**src/rtl/alu_seq_pkg.sv**
```systemverilog
// Shared types and encodings for the ALU control sequencer: FSM states,
// ALU control codes and the aluop override encodings.
package alu_seq_pkg;

  typedef enum logic [1:0] {
    IDLE = 2'd0,
    EXEC = 2'd1,
    HOLD = 2'd2
  } state_t;

  localparam logic [3:0] ALU_ADD     = 4'd0;
  localparam logic [3:0] ALU_SUB     = 4'd1;
  localparam logic [3:0] ALU_MUL     = 4'd2;
  localparam logic [3:0] ALU_DIV     = 4'd3;
  localparam logic [3:0] ALU_AND     = 4'd4;
  localparam logic [3:0] ALU_OR      = 4'd5;
  localparam logic [3:0] ALU_XOR     = 4'd6;
  localparam logic [3:0] ALU_NOR     = 4'd7;
  localparam logic [3:0] ALU_SLL     = 4'd8;
  localparam logic [3:0] ALU_SRL     = 4'd9;
  localparam logic [3:0] ALU_SRA     = 4'd10;
  localparam logic [3:0] ALU_SLT     = 4'd11;
  localparam logic [3:0] ALU_SLTU    = 4'd12;
  localparam logic [3:0] ALU_SEQ     = 4'd13;
  localparam logic [3:0] ALU_SGT     = 4'd14;
  localparam logic [3:0] ALU_ILLEGAL = 4'hF;

  localparam logic [1:0] ALUOP_ADD  = 2'b00;
  localparam logic [1:0] ALUOP_DEC0 = 2'b01;
  localparam logic [1:0] ALUOP_DEC1 = 2'b10;
  localparam logic [1:0] ALUOP_SUB  = 2'b11;

endpackage

```
**src/rtl/alu_seq_lat_cnt.sv**
```systemverilog
// Loadable down-counter for multi-cycle op latency; o_term flags count==1.
// Load wins over decrement; clear wins over both. Saturates at zero.
module alu_seq_lat_cnt #(
  parameter int CW = 4
) (
  input  logic          clk,
  input  logic          reset_n,
  input  logic          i_clr,
  input  logic          i_load,
  input  logic [CW-1:0] i_load_val,
  input  logic          i_dec,
  output logic          o_term
);

  logic [CW-1:0] r_cnt;

  always_ff @(posedge clk or negedge reset_n) begin
    if (!reset_n) begin
      r_cnt <= '0;
    end else if (i_clr) begin
      r_cnt <= '0;
    end else if (i_load) begin
      r_cnt <= i_load_val;
    end else if (i_dec && (r_cnt != '0)) begin
      r_cnt <= r_cnt - CW'(1);
    end
  end

  assign o_term = (r_cnt == CW'(1));

endmodule

```
**src/rtl/alu_seq_dec.sv**
```systemverilog
// Registered ALU control sequencer (optional illegal-op flag: ALU_SEQ_TRAP_EN).
// valid_out rises LAT cycles after accept; result held until ready_in, flush aborts.
module alu_seq_dec
  import alu_seq_pkg::*;
#(
  parameter int OPW     = 5,
  parameter int CTRLW   = 4,
  parameter int BASE_OP = 8,
  parameter int NUM_OPS = 15,
  parameter int MUL_LAT = 4,
  parameter int DIV_LAT = 8
) (
  input  logic             clk,
  input  logic             reset_n,
  input  logic             valid_in,
  output logic             ready_out,
  input  logic [OPW-1:0]   op,
  input  logic [1:0]       aluop,
  input  logic             flush,
  output logic             valid_out,
  input  logic             ready_in,
  output logic [CTRLW-1:0] alucontrol,
  output logic             busy
`ifdef ALU_SEQ_TRAP_EN
  ,
  output logic             illegal
`endif
);

  localparam int MAXL = (MUL_LAT > DIV_LAT) ? MUL_LAT : DIV_LAT;
  localparam int CW   = $clog2(MAXL + 1);
  localparam logic [CW-1:0]    MUL_LD = CW'(MUL_LAT - 1);
  localparam logic [CW-1:0]    DIV_LD = CW'(DIV_LAT - 1);
  localparam logic [CTRLW-1:0] ILL    = {CTRLW{1'b1}};

  state_t           r_state;
  logic             r_valid;
  logic             r_busy;
  logic [CTRLW-1:0] r_ctrl;

  logic [31:0]      w_op32;
  logic             w_in_range;
  logic [CTRLW-1:0] w_dec;
  logic [CW-1:0]    w_lat_ld;
  logic             w_multi;
  logic             w_accept;
  logic             w_term;
`ifdef ALU_SEQ_TRAP_EN
  logic             w_dec_ill;
  logic             r_illegal;
`endif

  assign w_op32     = 32'(op);
  assign w_in_range = (w_op32 >= 32'(BASE_OP)) && (w_op32 < 32'(BASE_OP + NUM_OPS));

  // Only op-decoded mult/div get the long latency; forced add/sub never do.
  always_comb begin
    w_dec    = ILL;
    w_lat_ld = '0;
    w_multi  = 1'b0;
`ifdef ALU_SEQ_TRAP_EN
    w_dec_ill = 1'b0;
`endif
    case (aluop)
      ALUOP_ADD: w_dec = CTRLW'(ALU_ADD);
      ALUOP_SUB: w_dec = CTRLW'(ALU_SUB);
      default: begin
        if (w_in_range) begin
          w_dec = CTRLW'(w_op32 - 32'(BASE_OP));
          if (w_dec == CTRLW'(ALU_MUL)) begin
            w_lat_ld = MUL_LD;
            w_multi  = (MUL_LAT > 1);
          end else if (w_dec == CTRLW'(ALU_DIV)) begin
            w_lat_ld = DIV_LD;
            w_multi  = (DIV_LAT > 1);
          end
        end else begin
`ifdef ALU_SEQ_TRAP_EN
          w_dec_ill = 1'b1;
`endif
        end
      end
    endcase
  end

  assign ready_out = !flush && ((r_state == IDLE) || ((r_state == HOLD) && ready_in));
  assign w_accept  = valid_in && ready_out;

  alu_seq_lat_cnt #(
    .CW (CW)
  ) u_lat_cnt (
    .clk        (clk),
    .reset_n    (reset_n),
    .i_clr      (flush),
    .i_load     (w_accept),
    .i_load_val (w_lat_ld),
    .i_dec      (r_state == EXEC),
    .o_term     (w_term)
  );

  always_ff @(posedge clk or negedge reset_n) begin
    if (!reset_n) begin
      r_state <= IDLE;
      r_valid <= 1'b0;
      r_busy  <= 1'b0;
      r_ctrl  <= '0;
`ifdef ALU_SEQ_TRAP_EN
      r_illegal <= 1'b0;
`endif
    end else if (flush) begin
      r_state <= IDLE;
      r_valid <= 1'b0;
      r_busy  <= 1'b0;
`ifdef ALU_SEQ_TRAP_EN
      r_illegal <= 1'b0;
`endif
    end else if (w_accept) begin
      r_ctrl <= w_dec;
`ifdef ALU_SEQ_TRAP_EN
      r_illegal <= w_dec_ill;
`endif
      if (w_multi) begin
        r_state <= EXEC;
        r_valid <= 1'b0;
        r_busy  <= 1'b1;
      end else begin
        r_state <= HOLD;
        r_valid <= 1'b1;
        r_busy  <= 1'b0;
      end
    end else begin
      case (r_state)
        EXEC: begin
          if (w_term) begin
            r_state <= HOLD;
            r_valid <= 1'b1;
            r_busy  <= 1'b0;
          end
        end
        HOLD: begin
          if (ready_in) begin
            r_state <= IDLE;
            r_valid <= 1'b0;
          end
        end
        default: ;
      endcase
    end
  end

  assign valid_out  = r_valid;
  assign busy       = r_busy;
  assign alucontrol = r_ctrl;
`ifdef ALU_SEQ_TRAP_EN
  assign illegal    = r_illegal;
`endif

endmodule

```
**config.mk**
```make
export PLATFORM = sky130hd
export DESIGN_NAME = alu_seq_dec
export DESIGN_NICKNAME = d
export VERILOG_FILES = /design/src/rtl/alu_seq_pkg.sv /design/src/rtl/alu_seq_lat_cnt.sv /design/src/rtl/alu_seq_dec.sv
export SDC_FILE = /design/constraint.sdc
export NUM_CORES = 1
export LEC_CHECK = 0
export CORE_MARGIN = 1
export CORE_UTILIZATION = 40
export CTS_CLUSTER_DIAMETER = 120
export DETAILED_ROUTE_END_ITERATION = 10
export DONT_BUFFER_PORTS = 1
export GPL_TIMING_DRIVEN = 0
export HOLD_SLACK_MARGIN = 0.03
export MAX_ROUTING_LAYER = met4
export RECOVER_POWER = 100
export SYNTH_ARGS = -nofsm -noshare
export SYNTH_HDL_FRONTEND = slang
export SYNTH_SLANG_ARGS = --single-unit
```
**constraint.sdc**
```tcl
create_clock -name clk -period 1.3 [get_ports clk]
set_input_delay 0.39 -clock clk [delete_from_list [all_inputs] [get_ports clk]]
set_output_delay 0.39 -clock clk [all_outputs]
set_load 0.03 [all_outputs]
```
# == Word-level counts from Yosys, hierarchy flattened ==
# Index checks and enable logic that the tools add are counted.
# totals
output_inout_bits,7
inputBits,12
ff_bits,12
# op_classes
bitwise,1
n_addsub,2
n_mux,30
magnitude_cmp,2
n_eq_ne,8
n_reduce_logical,18
# ops
operator,n
$mux 4,4
$mux 1,14
$mux 3,4
$mux 2,5
$reduce_bool 3->1,3
$eq 4x2->1 const B,2
$ne 4x3->1 const B,2
$pmux 4 s2,1
$reduce_bool 4->1,2
$ge 5x4->1 const B,1
$logic_and 1x1->1,5
$lt 5x5->1 const B,1
$eq 2x2->1 const B,2
$eq 4x1->1 const B,1
$logic_not 2->1,2
$pmux 2 s2,1
$reduce_and 2->1,2
$sub 4x1->4 const B,1
$sub 4x4->4 const B,1
$reduce_and 3->1,1
$eq 2x1->1 const B,1
$pmux 1 s2,1
$reduce_or 2->1,1
$logic_not 1->1,1
other kinds (2),2

# == Logic depth before layout (Yosys ltp) ==
# logic_depth
word_depth,9
mapped_depth,6
mapped_depth_nobuf,6

# == Modules after synthesis ==
# From an unflattened synthesis, not the netlist that was laid out.
# unflattened
hier_cells,79
hier_area_um2,784.5
# by_module_without_submodules
module,n_inst,cells_each,area_each_um2
alu_seq_dec,1,48,473.0
alu_seq_lat_cnt,1,31,311.5

# == Least setup slack after synthesis ==
# Ideal clock, no wire load.
# synth_timing
path_kind,in2reg
from,in aluop[0]
to,reg u_lat_cnt.r_cnt[0]
stages,5
t_arrival_ns,1.435
setup_ns,0.073
n_path_buf,0
setup_slack_ns,-0.208
required_time_ns,1.227
path_cell_list,ha_1 nand2_1 or3_1 a21oi_1 a21boi_2
# synth_via
elab_chain_len,5
word_cells_on_any_way,6
cone_classes,eq/ne: 1; mux: 3; reduce/logical: 2
# synth_rtl
item,line,text
from (decl),alu_seq_dec.sv:18,"input logic [1:0] aluop,"
$eq 2x2->1 or $logic_not 2->1 (tied branches),alu_seq_dec.sv:64,case (aluop)
$reduce_or 2->1 (no line) *,n/a,
$mux 3 *,alu_seq_dec.sv:64,
$mux 4 *,alu_seq_lat_cnt.sv:22,end else if (i_load) begin
$mux 4 *,alu_seq_lat_cnt.sv:20,end else if (i_clr) begin
to (signal assigned),alu_seq_lat_cnt.sv:23,r_cnt <= i_load_val;
to (signal assigned),alu_seq_lat_cnt.sv:25,r_cnt <= r_cnt - CW'(1);
to (decl),alu_seq_lat_cnt.sv:15,logic [CW-1:0] r_cnt;
# Mark *: on every way between the ends. The rest lies on a longest branch, timed or not.
# A chain may end at the register's enable or synchronous reset.

# == Worst setup path in the final report ==
# layout_timing
from,reg r_state[1]
to,out ready_out
# layout_via
elab_chain_len,4
word_cells_on_any_way,5
cone_classes,eq/ne: 1; reduce/logical: 4
# layout_rtl
item,line,text
from (decl),alu_seq_dec.sv:36,state_t r_state;
from (signal assigned),alu_seq_dec.sv:103,r_state <= IDLE;
from (signal assigned),alu_seq_dec.sv:111,r_state <= IDLE;
from (signal assigned),alu_seq_dec.sv:123,r_state <= EXEC;
$eq 2x2->1,alu_seq_dec.sv:86,assign ready_out = !flush && ((r_state == IDLE) || ((r_state == HOLD) && ready_in));
$logic_and 1x1->1,alu_seq_dec.sv:86,
$logic_or 1x1->1 *,alu_seq_dec.sv:86,
$logic_and 1x1->1 *,alu_seq_dec.sv:86,
to (decl),alu_seq_dec.sv:16,"output logic ready_out,"
# Marks and branches as above.

==> results.sh <==
export IMPL_clkPwrFrac=0.240
export IMPL_row_count=14
export IMPL_power_internal_mw=0.609
export IMPL_maxCapViolations=0
export IMPL_cts_inserted_buffers=3
export IMPL_layout_core_utilization=0.582
export IMPL_maximum_number_of_pins_on_one_net_before_global_route_repair=12
export IMPL_max_clock_path_buffers=2
export IMPL_io_pins=19
export IMPL_detailroute_via_count=569
export IMPL_post_drt_via_cell_ratio=5.87
export IMPL_setup_worst_path_start="r_state[1]"
export IMPL_worstPathArrival_ns=1.15
export IMPL_status="complete, but fails checks"
export IMPL_fillerInstances=140
export IMPL_synthArstFlopShare=1.00
export IMPL_final_hold_violation_count=0
export IMPL_met2_length_um=788
export IMPL_fp_coreArea_um2=1540
export IMPL_post_synth_top_count_cell="dfrtp_1"
export IMPL_insertion_delay_ns=0.26
export IMPL_yosys_warnings=0
export IMPL_mappedNetlistArea_um2=676
export IMPL_top_signal_layer_used="met4"
export IMPL_critical_path_startpoint_type="flip-flop"
export IMPL_synth_top_cells_by_count="dfrtp_1, nand2_1, o21ai_0"
export IMPL_grt_pass1_vias=591
export IMPL_p_leak_nw=0.365
export IMPL_clock_skew_final_ns=0.00160
export IMPL_worst_path_stages=2
export IMPL_cts_tree="built"
export IMPL_grt_antenna_before_repair=0
export IMPL_timing_critical_path_slowest_stage_cell="dfrtp_2"
export IMPL_die_width_um=43.1
export IMPL_wirelength_um=1580
export IMPL_synth_edff_count=0
export IMPL_finalNetCount=98
export IMPL_slew_headroom=0.672
export IMPL_setup_viol=7
export IMPL_achievable_frequency_mhz=651
export IMPL_placement_io_buffers=0
export IMPL_synth_top_cell_by_area="dfrtp_1"
export IMPL_violated_checks="negative setup slack"
export IMPL_p_seq_frac=0.520
export IMPL_timing_critical_path_slowest_cell_delay_ns=0.53
export IMPL_antenna_diode_count=0
export IMPL_worst_ep_required_time_ns=0.91
export IMPL_synth_fp_nets=87
export IMPL_effective_utilization_at_floorplan=0.438
export IMPL_yosysTopAreaCellShare=0.407
export IMPL_firstDrtPassIters=3
export IMPL_critPathCaptureType="primary output"
export IMPL_synth_sequential_area_ratio=0.407
export IMPL_avgRoutedWirePerCell_um=16.2
export IMPL_cellPowerDensity_nw_per_um2=1030
export IMPL_number_of_pins_with_negative_max_slew_slack_in_the_final_report=0
export IMPL_worst_margin_slew_ns=0.490
export IMPL_first_iter_violations=2
export IMPL_gp_congestion=0.788
export IMPL_crit_fanout=6
export IMPL_met1Wirelength_um=673
export IMPL_worst_ir_drop_vdd_mv=0.828
export IMPL_p_sw_mw=0.314
export IMPL_power_switching_fraction=0.340
export IMPL_met3_wl_post_dr_um=74
export IMPL_die_area_um2=1860
export IMPL_cp_buffers_inverters=1
export IMPL_root_buffer="clkbuf_4"
export IMPL_crit_path_end="ready_out"
export IMPL_detail_route_drc_violations=0
export IMPL_grt_setup_unrepaired="true"
export IMPL_area_growth_pct=32.8
export IMPL_clock_transition_time_at_the_flip_flop_clock_pins_of_the_worst_setup_and_hold_paths_ns=0.06
export IMPL_synth_ff_type="dfrtp_1"
export IMPL_rr_worst_depth=5
export IMPL_ff_to_ff_end="u_lat_cnt.r_cnt[0]"
export IMPL_period_share=1.18
export IMPL_dp_hpwl_um=982
export IMPL_timing_critical_path_max_delay_family="flip-flops"
export IMPL_timing_final_crit_period_ns=1.54
export IMPL_grt_pass1_wl_um=2530
export IMPL_cts_htree_levels=1
export IMPL_post_synth_cell_area_avg_um2=9.52
export IMPL_synth_cell_type_count=30
export IMPL_detail_route_antenna_nets=0
export IMPL_critical_path_reg2reg_startpoint="r_state[1]"
export IMPL_synth_seq_cells=11
export IMPL_cell_types_with_the_largest_area_share_after_synthesis="dfrtp_1, ha_1, o21ai_0"
export IMPL_finalHoldWorstSlack_ns=0.180
export IMPL_worst_case_setup_margin_in_the_final_layout_ns=-0.237
export IMPL_cp_cell_sequence="inv_4 > o211a_4"
export IMPL_r2r_slack_ns=-0.14
export IMPL_power_share_combinational=0.240
export IMPL_global_route_overflow_total=0
export IMPL_critPathKind="flip-flop to primary output"
export IMPL_post_synth_inst_count=71
export IMPL_hold_path_class="input port to flip-flop"
export IMPL_share_of_post_route_cells_with_drive_strength_above_1=0.432
export IMPL_design_power_total_mw=0.922
export IMPL_combined_global_route_utilization_of_all_metal_layers=0.195
export IMPL_clock_sink_count=11
export IMPL_die_height_um=43.1
## kinds of logic (layout without fill, tap and decap cells)
group / after synthesis / after routing / share of synthesized area
xor gates and xnor gates: 3 / 3 / 0.0389
adders and majority gates: 4 / 4 / 0.0741
and+or+nand+nor: 21 / 21 / 0.165
muxes: 3 / 3 / 0.0444
buffers and inverters: 6 / 16 / 0.0352
DFF: 11 / 11 / 0.407
AOI/OAI and AO/OA: 23 / 23 / 0.235
## placed cells by master (no fill, tap or decap), drive strengths merged
master	count
a211oi	1
a21boi	2
a21o	1
a21oi	3
a31o	1
a31oi	2
buf	6
clkbuf	4
dfrtp	11
dlygate4sd3	1
ha	4
inv	5
mux2i	3
nand2	7
nand2b	3
nand3	2
nor2	2
nor2b	2
nor3	2
nor4b	1
o2111a	1
o2111ai	1
o211a	1
o21a	1
o21ai	8
o22ai	1
or3	2
xnor2	3
## through the flow
| stage | instances | setup WS (ns) | area, um2 | TNS [ns] |
|---|---|---|---|---|
| finish | 97 | -0.237 | 897 | -0.635 |
| global route | 97 | -0.275 | 897 | -1.05 |
| CTS | 96 | -0.235 | 836 | -0.534 |
| detailed placement | 87 | -0.160 | 721 | -0.990 |
| global placement | 87 | -0.167 | 721 | -0.944 |
| floorplan | 71 | -0.0838 | 701 | -0.242 |
## state kept, by name (all words and copies together) (netlist names)
register         cells
r_state              2
alucontrol           4
u_lat_cnt.r_cnt      4
busy                 1
## how the worst min path moves through the flow
| stage | start | end | cells after the start |
|---|---|---|---|
| after floorplan | reset_n | alucontrol[0] | 0 |
| after global placement | reset_n | u_lat_cnt.r_cnt[0] | 0 |
| after detailed placement | reset_n | alucontrol[0] | 0 |
| after CTS | flush | u_lat_cnt.r_cnt[3] | 1 |
| after global routing | flush | u_lat_cnt.r_cnt[2] | 1 |
| final | flush | u_lat_cnt.r_cnt[3] | 1 |
## final cells by class
cell class	instances	area, um2	area share
repair buffers	6	51.3	0.0572
inverters	5	21.3	0.0237
plain buffers	1	11.3	0.0126
flip-flops and latches	11	277	0.308
multi-input cells	54	490	0.547
clock buffers	4	26.3	0.0293
well taps	16	20.0	0.0223
## metal layers
metal	global-route usage	vias up
met5	-	-
met4	0.127	0
met3	0.0298	4
met2	0.319	19
met1	0.218	269
li1	-	277
## what timing repair did
action	CTS	global route
setup buffers	3	1
resized for setup	14	17
cloned	1	0
endpoints found under the setup margin	11	12
endpoints found under the hold margin	11	0
hold buffers	1	0
pin swaps	3	5
## power by group through the flow
| stage | Clock, mW | Combinational [mW] | Sequential, mW |
|---|---|---|---|
| after floorplan | 0 | 0.119 | 0.475 |
| after detailed placement | 0 | 0.140 | 0.481 |
| after global routing | 0.252 | 0.245 | 0.485 |
| after CTS | 0.233 | 0.186 | 0.474 |
| after global placement | 0 | 0.137 | 0.482 |
| final | 0.222 | 0.221 | 0.480 |
(Power assumes the default switching activity.)
